==> src/rtl/axil_pkg.sv <==
// axil_pkg: shared constants and elaboration helpers for the axil command path.
//   KEEP_WR / KEEP_RD : tkeep encodings for write and read command beats.
//   clog2()           : ceiling log2, shared with axil_top.
//   byte_wd()         : tkeep width for a {data, addr} beat.
//   arb_state_e       : lock state of the command arbiter.
package axil_pkg;

   localparam logic [1:0] KEEP_WR = 2'b11;
   localparam logic [1:0] KEEP_RD = 2'b01;

   typedef enum logic {
      ST_UNLOCKED = 1'b0,
      ST_LOCKED   = 1'b1
   } arb_state_e;

   // Ceiling log2; returns 0 for inputs of 0 and 1.
   function automatic int unsigned clog2(input int unsigned value);
      int unsigned v;
      int unsigned r;
      v = (value > 0) ? value - 1 : 0;
      r = 0;
      while (v > 0) begin
         r++;
         v = v >> 1;
      end
      return r;
   endfunction

   // One keep bit per byte of the {data, addr} beat.
   function automatic int unsigned byte_wd(input int unsigned addr_wd,
                                           input int unsigned data_wd);
      return (addr_wd + data_wd) >> 3;
   endfunction

endpackage

==> src/rtl/axil_cmd_arb_if.sv <==
// axil_cmd_arb_if: requester-side and axil_top-side AXI-Stream command bus.
//   s_tvalid/s_tready/s_tdata/s_tkeep : NUM_REQ requester lanes, lane i in slice i.
//   m_tvalid/m_tready/m_tdata/m_tkeep/m_tid : arbitrated beat toward axil_top.
//   modport slave  : arbiter view.
//   modport master : requesters plus downstream consumer view.
interface axil_cmd_arb_if
   import axil_pkg::*;
#(
   parameter int unsigned NUM_REQ = 4,
   parameter int unsigned DATA_WD = 8,
   parameter int unsigned ADDR_WD = 8,
   parameter int unsigned BYTE_WD = byte_wd(ADDR_WD, DATA_WD),
   parameter int unsigned ID_WD   = clog2(NUM_REQ)
);

   logic [NUM_REQ-1:0]                   s_tvalid;
   logic [NUM_REQ-1:0]                   s_tready;
   logic [NUM_REQ*(DATA_WD+ADDR_WD)-1:0] s_tdata;
   logic [NUM_REQ*BYTE_WD-1:0]           s_tkeep;

   logic                                 m_tvalid;
   logic                                 m_tready;
   logic [DATA_WD+ADDR_WD-1:0]           m_tdata;
   logic [BYTE_WD-1:0]                   m_tkeep;
   logic [ID_WD-1:0]                     m_tid;

   modport slave (
      input  s_tvalid, s_tdata, s_tkeep, m_tready,
      output s_tready, m_tvalid, m_tdata, m_tkeep, m_tid
   );

   modport master (
      output s_tvalid, s_tdata, s_tkeep, m_tready,
      input  s_tready, m_tvalid, m_tdata, m_tkeep, m_tid
   );

endinterface

==> src/rtl/axil_rr_pick.sv <==
// axil_rr_pick: combinational rotate-priority picker.
//   req_i     : per-requester request vector.
//   last_i    : index granted most recently; search starts just after it.
//   gnt_idx_o : first requesting index found scanning last_i+1, last_i+2, ...
//   gnt_vld_o : high when any request is present.
module axil_rr_pick
   import axil_pkg::*;
#(
   parameter int unsigned NUM_REQ = 4,
   parameter int unsigned ID_WD   = clog2(NUM_REQ)
) (
   input  logic [NUM_REQ-1:0] req_i,
   input  logic [ID_WD-1:0]   last_i,
   output logic [ID_WD-1:0]   gnt_idx_o,
   output logic               gnt_vld_o
);

   function automatic logic [ID_WD-1:0] wrap_idx(input int unsigned base,
                                                 input int unsigned off);
      return ID_WD'((base + off) % NUM_REQ);
   endfunction

   // Offset NUM_REQ wraps back to last_i itself, so it has lowest priority.
   always_comb begin
      gnt_idx_o = '0;
      gnt_vld_o = 1'b0;
      for (int unsigned k = 1; k <= NUM_REQ; k++) begin
         if (!gnt_vld_o && req_i[wrap_idx(32'(last_i), k)]) begin
            gnt_vld_o = 1'b1;
            gnt_idx_o = wrap_idx(32'(last_i), k);
         end
      end
   end

endmodule

==> src/rtl/axil_cmd_arb.sv <==
// axil_cmd_arb: round-robin arbiter with burst locking in front of axil_top.
//   clk  : clock.
//   rstn : synchronous active-low reset.
//   cmd  : axil_cmd_arb_if slave modport; NUM_REQ requester lanes in,
//          one registered, requester-tagged beat out.
module axil_cmd_arb
   import axil_pkg::*;
#(
   parameter int unsigned NUM_REQ   = 4,
   parameter int unsigned DATA_WD   = 8,
   parameter int unsigned ADDR_WD   = 8,
   parameter int unsigned BYTE_WD   = byte_wd(ADDR_WD, DATA_WD),
   parameter int unsigned MAX_BURST = 4,
   parameter int unsigned ID_WD     = clog2(NUM_REQ)
) (
   input  logic           clk,
   input  logic           rstn,
   axil_cmd_arb_if.slave  cmd
);

   localparam int unsigned PLD_WD  = DATA_WD + ADDR_WD;
   localparam int unsigned BCNT_WD = clog2(MAX_BURST + 1);

   arb_state_e          state_q, state_d;
   logic [ID_WD-1:0]    owner_q, owner_d;
   logic [ID_WD-1:0]    last_q, last_d;
   logic [BCNT_WD-1:0]  bcnt_q, bcnt_d, bcnt_inc;

   logic                m_tvalid_q, m_tvalid_d;
   logic [PLD_WD-1:0]   m_tdata_q, m_tdata_d;
   logic [BYTE_WD-1:0]  m_tkeep_q, m_tkeep_d;
   logic [ID_WD-1:0]    m_tid_q, m_tid_d;

   logic                ld;
   logic                pick_vld;
   logic [ID_WD-1:0]    pick_idx;
   logic                sel_ok;
   logic [ID_WD-1:0]    sel_idx;
   logic [NUM_REQ-1:0]  s_tready_c;
   logic                hs;

   logic [PLD_WD-1:0]   req_data [NUM_REQ];
   logic [BYTE_WD-1:0]  req_keep [NUM_REQ];

   // Split the flat requester buses into per-lane payloads.
   for (genvar g = 0; g < NUM_REQ; g++) begin : g_lane
      assign req_data[g] = cmd.s_tdata[g*PLD_WD +: PLD_WD];
      assign req_keep[g] = cmd.s_tkeep[g*BYTE_WD +: BYTE_WD];
   end

   axil_rr_pick #(
      .NUM_REQ (NUM_REQ),
      .ID_WD   (ID_WD)
   ) u_pick (
      .req_i     (cmd.s_tvalid),
      .last_i    (last_q),
      .gnt_idx_o (pick_idx),
      .gnt_vld_o (pick_vld)
   );

   // Grant: a locked owner keeps ready even with valid low, so the drop is seen.
   always_comb begin
      ld         = !m_tvalid_q || cmd.m_tready;
      sel_idx    = (state_q == ST_LOCKED) ? owner_q : pick_idx;
      sel_ok     = (state_q == ST_LOCKED) || pick_vld;
      s_tready_c = '0;
      if (rstn && ld && sel_ok) begin
         s_tready_c[sel_idx] = 1'b1;
      end
      hs = |(s_tready_c & cmd.s_tvalid);
   end

   // Next state for the lock FSM and the one-entry output stage.
   always_comb begin
      state_d    = state_q;
      owner_d    = owner_q;
      last_d     = last_q;
      bcnt_d     = bcnt_q;
      m_tvalid_d = m_tvalid_q;
      m_tdata_d  = m_tdata_q;
      m_tkeep_d  = m_tkeep_q;
      m_tid_d    = m_tid_q;
      bcnt_inc   = bcnt_q + BCNT_WD'(1);

      if (ld) begin
         m_tvalid_d = hs;
         if (hs) begin
            m_tdata_d = req_data[sel_idx];
            m_tkeep_d = req_keep[sel_idx];
            m_tid_d   = sel_idx;
         end
      end

      unique case (state_q)
         ST_UNLOCKED: begin
            if (hs) begin
               owner_d = sel_idx;
               last_d  = sel_idx;
               bcnt_d  = BCNT_WD'(1);
               if (MAX_BURST > 1) begin
                  state_d = ST_LOCKED;
               end
            end
         end
         ST_LOCKED: begin
            if (hs) begin
               bcnt_d = bcnt_inc;
               if (bcnt_inc == BCNT_WD'(MAX_BURST)) begin
                  state_d = ST_UNLOCKED;
               end
            end else if (ld && !cmd.s_tvalid[owner_q]) begin
               state_d = ST_UNLOCKED;
            end
         end
         default: state_d = ST_UNLOCKED;
      endcase
   end

   // State and output registers; last resets so the first grant goes to lane 0.
   always_ff @(posedge clk) begin
      if (!rstn) begin
         state_q    <= ST_UNLOCKED;
         owner_q    <= '0;
         last_q     <= ID_WD'(NUM_REQ - 1);
         bcnt_q     <= '0;
         m_tvalid_q <= 1'b0;
         m_tdata_q  <= '0;
         m_tkeep_q  <= '0;
         m_tid_q    <= '0;
      end else begin
         state_q    <= state_d;
         owner_q    <= owner_d;
         last_q     <= last_d;
         bcnt_q     <= bcnt_d;
         m_tvalid_q <= m_tvalid_d;
         m_tdata_q  <= m_tdata_d;
         m_tkeep_q  <= m_tkeep_d;
         m_tid_q    <= m_tid_d;
      end
   end

   assign cmd.s_tready = s_tready_c;
   assign cmd.m_tvalid = m_tvalid_q;
   assign cmd.m_tdata  = m_tdata_q;
   assign cmd.m_tkeep  = m_tkeep_q;
   assign cmd.m_tid    = m_tid_q;

endmodule
==> src/flat_wrapper.sv <==
// flat-port wrapper written by rule: the top's interface ports become plain ports
module axil_cmd_arb_flat import axil_pkg::*;
#(
   parameter int unsigned NUM_REQ   = 4,
   parameter int unsigned DATA_WD   = 8,
   parameter int unsigned ADDR_WD   = 8,
   parameter int unsigned BYTE_WD   = byte_wd(ADDR_WD, DATA_WD),
   parameter int unsigned MAX_BURST = 4,
   parameter int unsigned ID_WD     = clog2(NUM_REQ)
)
  (clk, rstn, cmd_s_tvalid, cmd_s_tdata, cmd_s_tkeep, cmd_m_tready, cmd_s_tready, cmd_m_tvalid, cmd_m_tdata, cmd_m_tkeep, cmd_m_tid);
  axil_cmd_arb_if #(.NUM_REQ(NUM_REQ), .DATA_WD(DATA_WD), .ADDR_WD(ADDR_WD), .BYTE_WD(BYTE_WD), .ID_WD(ID_WD)) cmd_i ();
  input  logic clk;
  input  logic rstn;
  input wire logic [$bits(cmd_i.s_tvalid)-1:0] cmd_s_tvalid;
  input wire logic [$bits(cmd_i.s_tdata)-1:0] cmd_s_tdata;
  input wire logic [$bits(cmd_i.s_tkeep)-1:0] cmd_s_tkeep;
  input wire logic [$bits(cmd_i.m_tready)-1:0] cmd_m_tready;
  output wire logic [$bits(cmd_i.s_tready)-1:0] cmd_s_tready;
  output wire logic [$bits(cmd_i.m_tvalid)-1:0] cmd_m_tvalid;
  output wire logic [$bits(cmd_i.m_tdata)-1:0] cmd_m_tdata;
  output wire logic [$bits(cmd_i.m_tkeep)-1:0] cmd_m_tkeep;
  output wire logic [$bits(cmd_i.m_tid)-1:0] cmd_m_tid;
  assign cmd_i.s_tvalid = cmd_s_tvalid;
  assign cmd_i.s_tdata = cmd_s_tdata;
  assign cmd_i.s_tkeep = cmd_s_tkeep;
  assign cmd_i.m_tready = cmd_m_tready;
  assign cmd_s_tready = cmd_i.s_tready;
  assign cmd_m_tvalid = cmd_i.m_tvalid;
  assign cmd_m_tdata = cmd_i.m_tdata;
  assign cmd_m_tkeep = cmd_i.m_tkeep;
  assign cmd_m_tid = cmd_i.m_tid;
  axil_cmd_arb #(.NUM_REQ(NUM_REQ), .DATA_WD(DATA_WD), .ADDR_WD(ADDR_WD), .BYTE_WD(BYTE_WD), .MAX_BURST(MAX_BURST), .ID_WD(ID_WD)) u_core (.clk(clk), .rstn(rstn), .cmd(cmd_i));
endmodule
==> config.mk <==
export PLATFORM = sky130hd
export DESIGN_NAME = axil_cmd_arb_flat
export DESIGN_NICKNAME = d
export VERILOG_FILES = /design/src/rtl/axil_pkg.sv /design/src/rtl/axil_cmd_arb_if.sv /design/src/rtl/axil_rr_pick.sv /design/src/rtl/axil_cmd_arb.sv /design/src/flat_wrapper.sv
export SDC_FILE = /design/constraint.sdc
export NUM_CORES = 1
export LEC_CHECK = 0
export BUFFER_PORTS_ARGS = -buffer_cell sky130_fd_sc_hd__buf_2
export CORE_ASPECT_RATIO = 2
export CORE_MARGIN = 2
export CORE_UTILIZATION = 45
export CTS_BUF_LIST = sky130_fd_sc_hd__clkbuf_8
export DETAILED_ROUTE_END_ITERATION = 6
export PLACE_DENSITY = 0.8
export SYNTH_ARGS = -nofsm -noshare
export SYNTH_HDL_FRONTEND = slang
export SYNTH_SLANG_ARGS = --single-unit
==> constraint.sdc <==
create_clock -name clk -period 2.65 [get_ports clk]
set_clock_uncertainty 0.05 [all_clocks]
set_input_delay 0.265 -clock clk [delete_from_list [all_inputs] [get_ports clk]]
set_output_delay 0.265 -clock clk [all_outputs]
set_load 0.05 [all_outputs]
* Word-level counts from Yosys, hierarchy flattened
Index checks and enable logic that the tools add are counted.
** Word-level totals
- Bits in registers :: 29
- Input bits :: 79
- Word-level logic and storage cells :: 81
** Cells by class
- Add/sub/neg operators :: 5
- Magnitude comparators :: 8
- Eq/ne operators :: 3
- Multiplexer cells :: 36
- Bitwise logic cells :: 3
- Reductions and logical operators :: 18
** Operators by type and width (number)
- 16-bit binary-select mux with 2-bit select :: 1
- 16-bit two-way mux :: 2
- 2-bit by 3-bit less-than comparator with 1-bit output (second input constant) :: 6
- 1-bit two-way mux :: 14
- 2-bit two-way mux :: 7
- 1-bit binary-select mux with 2-bit select :: 5
- 1-bit logical AND :: 7
- 3-bit two-way mux :: 2
- 3-bit one-hot mux with 2 select lines :: 1
- 2-bit AND reduction :: 3
- 1-bit zero test :: 5
- 2-bit by 1-bit adder with 2-bit output (second input constant) :: 2
- 2-bit adder (second input constant) :: 2
- 4-bit AND :: 1
- 2-bit binary-select mux with 2-bit select :: 1
- 4-bit two-way mux :: 1
- 4-bit OR reduction :: 1
- 3-bit by 1-bit adder with 3-bit output (second input constant) :: 1
- 3-bit == test (second input constant) :: 1
- 3-bit greater-or-equal comparator (second input constant) :: 1
- 2-bit inverter with 3-bit output :: 1
- 1-bit demux with 2-bit select :: 1
- 2-bit by 1-bit greater-or-equal comparator with 1-bit output (second input constant) :: 1
- 1-bit logical OR :: 2
- other kinds (4) :: 4

* Logic depth before layout (Yosys ltp)
Gate-level depths: netlist (run 1).
- Depth in word-level cells :: 23
- Gate-level depth with buffers :: 9
- Mapped depth without buffers :: 6

* Hierarchy
Synthesis (run 1) repeated with hierarchy kept, for this count alone.
** Second synthesis, totals
- Cell total of the unflattened synthesis :: 279
- Area, all modules :: 1908.1 um^2
** Modules (own cells, without submodules)
- axil_cmd_arb :: instances 1, cells each 265, area each 1816.7 um^2
- axil_rr_pick :: instances 1, cells each 14, area each 91.3 um^2

* Worst setup path after synthesis (run 1)
OpenSTA, ideal clock, no wires.
- Path type :: flip-flop to output port
- Start point :: reg u_core.last_q[0]
- End point :: out cmd_s_tready[1]
- Data arrival time :: 2.491 ns
- Required time :: 2.335 ns
- Path slack :: -0.156 ns
- Cell stages (with the launch flop) :: 8
- Buffers on the path :: 1
- Cells stage by stage :: dfxtp_1 > nand2b_2 > a21oi_1 > o41ai_4 > a21oi_1 > buf_2 > inv_1 > nor3_1
** On the way
- Longest elaborated chain between the ends :: 19
- Elaborated cells on any way between the ends :: 35
** Ends and longest elaborated chain
- from (decl) :: line axil_cmd_arb.sv:26 : logic [ID_WD-1:0] last_q, last_d;
- from (signal assigned) :: line axil_cmd_arb.sv:124 : last_q <= ID_WD'(NUM_REQ - 1);
- from (signal assigned) :: line axil_cmd_arb.sv:133 : last_q <= last_d;
- 2-bit by 1-bit adder with 2-bit output :: line axil_rr_pick.sv:20 : return ID_WD'((base + off) % NUM_REQ);
- 1-bit binary-select mux with 2-bit select :: line axil_rr_pick.sv:28 : if (!gnt_vld_o && req_i[wrap_idx(32'(last_i), k)]) begin
- 1-bit two-way mux (implied by the code) :: line axil_rr_pick.sv:28
- 1-bit two-way mux :: line axil_rr_pick.sv:28
- 1-bit zero test :: line axil_rr_pick.sv:28
- 1-bit logical AND :: line axil_rr_pick.sv:28
- 1-bit two-way mux :: line axil_rr_pick.sv:28
- 1-bit zero test :: line axil_rr_pick.sv:28
- (+3 left out)
- 1-bit logical AND :: line axil_rr_pick.sv:28
- 2-bit two-way mux :: line axil_rr_pick.sv:28
- 2-bit two-way mux :: line axil_cmd_arb.sv:64 : sel_idx = (state_q == ST_LOCKED) ? owner_q : pick_idx;
- 2-bit by 3-bit less-than comparator with 1-bit output (implied by the code) or 2-bit by 1-bit greater-or-equal comparator with 1-bit output (tied branches) :: line axil_cmd_arb.sv:68 : s_tready_c[sel_idx] = 1'b1;
- 1-bit logical AND (implied by the code) :: line axil_cmd_arb.sv:68
- 1-bit two-way mux (implied by the code) :: line axil_cmd_arb.sv:68
- 1-bit demux with 2-bit select
- 4-bit two-way mux (*) :: line axil_cmd_arb.sv:67 : if (rstn && ld && sel_ok) begin
- to (decl) :: line flat_wrapper.sv:19 : output wire logic [$bits(cmd_i.s_tready)-1:0] cmd_s_tready;
Every way passes the cells marked *; elsewhere a longest branch is shown, timed or not. The select of a mux whose other input is x is not followed.

* Worst setup path after layout (run 1)
- Start point :: reg u_core.state_q
- End point :: out cmd_s_tready[0]
** On the way
- Longest elaborated chain between the ends :: 6
- Elaborated cells on any way between the ends :: 9
** Ends and longest elaborated chain
- from (decl) :: line axil_cmd_arb.sv:24 : arb_state_e state_q, state_d;
- from (signal assigned) :: line axil_cmd_arb.sv:131 : state_q <= state_d;
- 2-bit two-way mux :: line axil_cmd_arb.sv:64
- 2-bit by 3-bit less-than comparator with 1-bit output (implied by the code) or 2-bit by 1-bit greater-or-equal comparator with 1-bit output (tied branches) :: line axil_cmd_arb.sv:68
- 1-bit logical AND (implied by the code) :: line axil_cmd_arb.sv:68
- 1-bit two-way mux (implied by the code) :: line axil_cmd_arb.sv:68
- 1-bit demux with 2-bit select
- 4-bit two-way mux (*) :: line axil_cmd_arb.sv:67
Every way passes the cells marked *; elsewhere a longest branch is shown, timed or not.

==> results of run 1 <==
[cells by family after synthesis]
family,Yosys count,share of synthesized area
buffers and inverters,31,0.0572
AOI/OAI and AO/OA,94,0.261
adders and majority gates,2,0.00929
DFF,29,0.216
and+or+nand+nor,91,0.150
muxes,79,0.307
[layout by cell type, fill, tap and decap left out, drive strengths merged, types with 2 or more instances in the layout]
master and n:
nor3 4, inv 4, nand2 64, nand2b 9, a221oi 36, o21ai 37
dfxtp 29, a21oi 8, nor2 5, a21boi 2, buf 116, mux2i 59
o41ai 2, o211a 2, ha 2, mux2 19, o211ai 3, clkbuf 7
nand3b 2, a211o 2
[registers in the layout, summed over array words and instances (netlist names)]
signal,cells
u_core.owner_q,2
u_core.cmd.m_tdata,16
u_core.state_q,1
u_core.cmd.m_tvalid,1
u_core.cmd.m_tid,2
u_core.bcnt_q,3
u_core.last_q,2
u_core.cmd.m_tkeep,2
[critical path, delay by kind of cell (launching register included)]
family          cells  cell delay, ns
compound gates      1            0.11
buf+inv             3            0.82
flops               1            0.50
simple gates        2            0.44
[worst max path at each step]
stage                             startpoint                                  end  slack, ns  cells past startpoint
2_1_floorplan  u_core.last_q[0]$_SDFFE_PN1P_                      cmd_s_tready[1]       0.25                      7
3_3_place_gp                 cmd_s_tvalid[2]   u_core.cmd.m_tdata[1]$_SDFFE_PN0P_       0.42                      8
3_5_place_dp   u_core.last_q[0]$_SDFFE_PN1P_  u_core.cmd.m_tdata[11]$_SDFFE_PN0P_       0.33                      7
4_1_cts            u_core.state_q$_SDFF_PN0_                      cmd_s_tready[0]       0.09                      6
5_1_grt        u_core.last_q[0]$_SDFFE_PN1P_                      cmd_s_tready[2]       0.04                      6
6_report           u_core.state_q$_SDFF_PN0_                      cmd_s_tready[0]       0.18                      6
[report_power, final]
part / switching (mW) / internal, mW / leakage (nW)
Combinational: 1.54 / 0.974 / 1.24
Clock: 0.163 / 0.234 / 0.0542
Sequential: 0.140 / 0.620 / 0.239
[repair_timing]
action | in CTS | in global routing
buffers inserted | 0 | 0
resized for setup | 0 | 1
setup endpoints to repair | 0 | 1
[routing by layer]
layer / share of wire / up-vias / wire [um] / GRT usage
met5: 0 / - / 0 / 0
met4: 0.058 / 0 / 463 / 0.156
met3: 0.049 / 35 / 391 / 0.0283
met2: 0.55 / 127 / 4390 / 0.451
met1: 0.35 / 1374 / 2790 / 0.262
li1: - / 1427 / - / -
[per-stage QoR]
stage                     area, sq um   util
final                            3380  0.588
after global routing             3380  0.588
after CTS                        3380  0.586
after detailed placement         3280  0.569
after global placement           3280  0.569
after floorplan                  2700      -
[final cells by class]
| type | count | area, sq um |
|---|---|---|
| Sequential cell | 29 | 582 |
| Clock buffer | 7 | 96.3 |
| Clock inverter | 1 | 5.00 |
| Multi-Input combinational cell | 266 | 1980 |
| Inverter | 4 | 15.0 |
| Timing Repair Buffer | 116 | 629 |
| Antenna cell | 1 | 2.50 |
| Fill cell | 550 | 2370 |
| Tap cell | 61 | 76.3 |
==> results.py, run 1 <==
metrics = {
    "timing": {
        "setup_viol": 0,
        "fmax_ghz": 0.406,
        "worst_slack_ns": 0.185,
        "sum_neg_setup_slack_ns": 0,
        "final.period_utilization": 0.930,
        "max-slew-margin-rel": 0.582,
        "final.hold.worst_slack_ns": 0.296,
        "finalCriticalPeriod_ns": 2.47,
        "worst_slew_pin_slew_ns": 0.627,
        "hold_violations": 0,
        "final_slew_violations": 0,
        "unrepaired_setup_endpoints_after_global_routing": "false",
    },
    "route": {
        "detail_route.vias_per_cell": 6.11,
        "final_routed_wire_length_divided_by_cell_count_um": 16.6,
        "remaining_drc_errors": 4,
        "routed_wl_um": 8040,
        "detail_route.iter0.violations": 119,
        "antenna_violating_nets_post_route": 0,
        "detailroute.via_count": 2963,
        "drt_first_pass_iters": 7,
    },
    "power_and_ir_drop": {
        "irDropWorstVdd_uv": 567,
        "cellLeakagePower_nw": 1.53,
        "pwr_density_cell_mw_per_mm2": 1090,
        "power.total_mw": 3.67,
    },
    "floorplan": {
        "floorplan.rows": 39,
        "die_w_um": 58.7,
        "initial_core_util": 0.468,
        "die_y_um": 113,
        "floorplan.io_pins": 104,
        "core_region_area_sq_mm": 0.00576,
        "floorplan.die_area_sq_mm": 0.00666,
    },
    "yosys": {
        "avg_synthesized_cell_area_sq_um": 8.26,
        "syn-cell-area_sq_mm": 0.00269,
        "proportion_of_register_bits_with_asynchronous_set_or_reset_after_synthesis": 0,
        "synth_sequential_area_ratio": 0.216,
        "synth.area.top_cells": "sky130_fd_sc_hd__mux2i_1 (22%), sky130_fd_sc_hd__dfxtp_1 (22%), sky130_fd_sc_hd__a221oi_1 (12%)",
        "synth_top_area_share": 0.219,
        "synthTopCellsByCount": "sky130_fd_sc_hd__nand2_1 (64), sky130_fd_sc_hd__mux2i_1 (59), sky130_fd_sc_hd__o21ai_0 (37), sky130_fd_sc_hd__a221oi_1 (36), sky130_fd_sc_hd__dfxtp_1 (29)",
        "synth_area_leader_cell": "sky130_fd_sc_hd__mux2i_1",
        "syn-num-nets": 407,
        "synth_seq_cells": 29,
        "yosys.cell_types.count": 37,
        "synthCells": 326,
        "synth.most_common_cell": "sky130_fd_sc_hd__nand2_1",
        "ys_warnings": 0,
        "synth-main-ff-cell": "sky130_fd_sc_hd__dfxtp_1",
        "synth-edff-count": 0,
    },
    "grt": {
        "first_pass_grt_wire_length_um": 13200,
        "largest_net_degree_at_the_start_of_global_routing": 39,
        "vias_in_the_first_global_route": 2940,
        "grt_usage": 0.250,
        "grt_antenna_before_repair": 1,
        "residual_overflow_from_global_routing": 0,
    },
    "cts": {
        "worst_skew_pair.late_latency_ns": 0.27,
        "clock_tree.htree_level_count": 2,
        "clkSinkCount": 29,
        "cts.reportedPaths.clkPinSlew_ns": 0.06,
        "number_of_buffers_added_to_fix_hold_violations_after_cts": 0,
        "cts.root.buffer_cell": "sky130_fd_sc_hd__clkbuf_8",
        "cts_inserted_buffers": 5,
        "tritoncts": "yes",
        "cts_buffer_depth": 2,
    },
    "layout": {
        "syn_to_final_growth_pct": 25.7,
        "post_route_cells_drive_above_1_share": 0.364,
        "layoutNonFillerInstCount": 485,
        "finish.net_count": 503,
    },
    "placed_design": {
        "pre_cts_slack_ns": 0.326,
        "numPortBuffers": 103,
        "hpwl_um": 5990,
        "place.detailed.instances": 476,
        "finalWeightedCongestion": 0.922,
    },
    "setup_path": {
        "end_kind": "output port",
        "register_to_register_path_depth": 7,
        "crit_slowest_cell": "sky130_fd_sc_hd__dfxtp_1",
        "reg2reg_from": "u_core.last_q[0]$_SDFFE_PN1P_",
        "worstPathCellList": "nor3_2 > buf_6 > a21oi_2 > buf_4 > nor3_2 > buf_2",
        "start_kind": "register",
        "reg2reg_setup_slack_ns": 0.30,
        "crit_path_max_fanout": 37,
        "timing.critical_path.required_ns": 2.34,
        "critical_path.reg2reg.endpoint": "u_core.cmd.m_tkeep[1]$_SDFFE_PN0P_",
        "slowest_delay_ns": 0.50,
        "category_of_the_critical_setup_timing_path": "register to output port",
        "critPathArrivalTime_ns": 2.15,
        "crit_top_cell": "sky130_fd_sc_hd__nor3_2",
    },
    "run_status": {
        "violated_checks": "DRC",
        "status": "finished, violations left",
    },
    "run": {
        "cap_viol_max_count": 0,
    },
    "hold_path": {
        "critical_hold_path_startpoint": "cmd_m_tready",
        "hold_path_end": "u_core.cmd.m_tvalid$_SDFFE_PN0N_",
        "holdCritPathClass": "input port to register",
        "whs_path_cells": 3,
    },
}
Note: power is estimated with default switching activity, not from simulation.
==> inputs of run 2 (changes only) <==
--- a/config.mk
+++ b/config.mk
@@ -6,12 +6,13 @@
 export NUM_CORES = 1
 export LEC_CHECK = 0
 export BUFFER_PORTS_ARGS = -buffer_cell sky130_fd_sc_hd__buf_2
-export CORE_ASPECT_RATIO = 2
+export CORE_ASPECT_RATIO = 0.6
 export CORE_MARGIN = 2
 export CORE_UTILIZATION = 45
 export CTS_BUF_LIST = sky130_fd_sc_hd__clkbuf_8
 export DETAILED_ROUTE_END_ITERATION = 6
 export PLACE_DENSITY = 0.8
+export RECOVER_POWER = 50
 export SYNTH_ARGS = -nofsm -noshare
 export SYNTH_HDL_FRONTEND = slang
 export SYNTH_SLANG_ARGS = --single-unit
==> run 2 against run 1 <==
Compared with the run above: the flow now finishes without violations; count of clock-buffer cells in the layout shrank 1; first-iteration DRC count increased by 97%; via count is 0.44% higher.
==> results.py, run 2 (same netlist as run 1, synthesis figures left out) <==
metrics = {
    "timing": {
        "finalCriticalPeriod_ns": 2.42,
        "setup_viol": 0,
        "unrepaired_setup_endpoints_after_global_routing": "false",
        "final.period_utilization": 0.912,
        "max-slew-margin-rel": 0.557,
        "hold_violations": 0,
        "sum_neg_setup_slack_ns": 0,
        "fmax_ghz": 0.414,
        "final_slew_violations": 0,
        "worst_slew_pin_slew_ns": 0.668,
    },
    "run": {
        "cap_viol_max_count": 0,
    },
    "route": {
        "routed_wl_um": 8040,
        "detail_route.iter0.violations": 235,
        "final_routed_wire_length_divided_by_cell_count_um": 16.1,
        "detailroute.via_count": 2976,
        "antenna_violating_nets_post_route": 0,
        "remaining_drc_errors": 0,
        "detail_route.vias_per_cell": 5.94,
        "drt_first_pass_iters": 4,
    },
    "layout": {
        "num-fill-cells": 549,
        "diodes_inserted": 0,
        "largest_register_ffs": 16,
        "layoutNonFillerInstCount": 501,
        "final_cell_mix": "sky130_fd_sc_hd__buf_2 (82), sky130_fd_sc_hd__nand2_1 (64), sky130_fd_sc_hd__mux2i_1 (59)",
        "multi_input_comb_area_sq_mm": 0.00198,
        "syn_to_final_growth_pct": 24.8,
        "most_common_cell_after_layout_fill_and_taps_aside": "sky130_fd_sc_hd__buf_2",
        "sequential_cell_area_sq_um": 583,
        "post_route_cells_drive_above_1_share": 0.309,
        "finish.net_count": 502,
    },
    "grt": {
        "residual_overflow_from_global_routing": 0,
        "grt_usage": 0.244,
        "first_pass_grt_wire_length_um": 13400,
        "grt_antenna_before_repair": 0,
        "vias_in_the_first_global_route": 2823,
        "largest_net_degree_at_the_start_of_global_routing": 38,
    },
    "setup_path": {
        "crit_path_max_fanout": 5,
        "critPathArrivalTime_ns": 2.10,
        "reg2reg_setup_slack_ns": 0.28,
        "worstSetupPathDepth": 7,
        "slowest_delay_ns": 0.35,
        "worstPathCellList": "nand2b_2 > a21oi_1 > o41ai_4 > a21oi_2 > inv_1 > nor3_2 > buf_2",
        "timing.critical_path.required_ns": 2.34,
        "critical_path.reg2reg.endpoint": "u_core.state_q$_SDFF_PN0_",
        "reg2reg_from": "u_core.last_q[0]$_SDFFE_PN1P_",
        "cpLargestDelayFamily": "compound AO/OA/AOI/OAI gates",
        "path_buf_inv": 2,
        "category_of_the_critical_setup_timing_path": "register to output port",
        "crit_slowest_cell": "sky130_fd_sc_hd__dfxtp_1",
        "register_to_register_path_depth": 7,
        "end_kind": "output port",
        "start_kind": "register",
    },
    "floorplan": {
        "initial_core_util": 0.474,
        "floorplan.io_pins": 104,
        "floorplan.die_area_sq_mm": 0.00664,
        "floorplan.rows": 21,
        "die_y_um": 63.9,
        "die_w_um": 104,
        "core_region_area_sq_mm": 0.00568,
    },
    "placed_design": {
        "hpwl_um": 6120,
        "finalWeightedCongestion": 0.900,
        "place.detailed.instances": 494,
        "numPortBuffers": 103,
    },
    "cts": {
        "number_of_buffers_added_to_fix_hold_violations_after_cts": 0,
        "cts_inserted_buffers": 5,
        "clock_tree.htree_level_count": 2,
        "cts_post_setup_buffers_inserted": 0,
        "worst_skew_pair.late_latency_ns": 0.27,
        "cts_buffer_depth": 2,
        "cts.reportedPaths.clkPinSlew_ns": 0.06,
        "clkSinkCount": 29,
        "tritoncts": "yes",
        "cts.root.buffer_cell": "sky130_fd_sc_hd__clkbuf_8",
        "cts.repair.resized": 0,
    },
    "power_and_ir_drop": {
        "cellLeakagePower_nw": 1.44,
        "irDropWorstVdd_uv": 719,
        "pwr_density_cell_mw_per_mm2": 1070,
    },
    "hold_path": {
        "critical_hold_path_startpoint": "cmd_m_tready",
        "whs_path_cells": 3,
        "holdCritPathClass": "input port to register",
        "hold_path_end": "u_core.cmd.m_tvalid$_SDFFE_PN0N_",
    },
    "run_status": {
        "status": "finished clean",
    },
}
[run 2: cell count changes in the layout (fill, tap and decap cells not counted), sizes merged]
cell and change:
buf -22, clkbuf +20, clkinv -1, diode -1, inv +1
[run 2: worst max path at each step]
stage | endpoint | startpoint | slack (ns)
final | cmd_s_tready[1] | u_core.last_q[0]$_SDFFE_PN1P_ | 0.23
after global routing | cmd_s_tready[1] | u_core.last_q[0]$_SDFFE_PN1P_ | 0.05
after CTS | cmd_s_tready[1] | u_core.state_q$_SDFF_PN0_ | 0.06
after detailed placement | u_core.cmd.m_tdata[11]$_SDFFE_PN0P_ | u_core.state_q$_SDFF_PN0_ | 0.34
after global placement | cmd_s_tready[1] | u_core.state_q$_SDFF_PN0_ | 0.36
after floorplan | cmd_s_tready[1] | u_core.last_q[0]$_SDFFE_PN1P_ | 0.25
[run 2: worst register-to-register path: cells and delay by family, from the launching register on]
kind | cells | cell delay [ns]
flops | 1 | 0.39
simple gates | 1 | 0.22
buf+inv | 1 | 0.22
compound gates | 3 | 0.73
mux | 2 | 0.68
[run 2: final cells by class]
class | instances | share of cell area
clock inverter | 1 | 0.00112
timing repair buffer | 115 | 0.176
sequential | 29 | 0.173
multi-input combinational | 266 | 0.590
tap | 80 | 0.0298
clock buffer | 6 | 0.0246
inverter | 4 | 0.00447
[run 2: through the flow]
stage	power, mW	cell area, sq um	utilization	hold WS (ns)	setup slack, ns
after floorplan	2.68	2700	-	0.388	0.248
after global placement	3.21	3300	0.581	0.393	0.361
after detailed placement	3.27	3300	0.581	0.398	0.340
after CTS	3.63	3390	0.597	0.288	0.0591
after global routing	3.82	3360	0.592	0.322	0.0477
final	3.59	3360	0.592	0.307	0.233
[run 2: power by group]
part / switching (mW) / total (mW) / internal, mW
Combinational: 1.53 / 2.45 / 0.919
Sequential: 0.168 / 0.789 / 0.621
Clock: 0.154 / 0.356 / 0.202
Total: 1.85 / 3.59 / 1.74
[run 2: layer usage]
| layer | track usage | share of wire |
|---|---|---|
| met5 | 0 | 0 |
| met1 | 0.324 | 0.46 |
| met2 | 0.396 | 0.45 |
| met3 | 0.0673 | 0.082 |
| met4 | 0.0557 | 0.0098 |
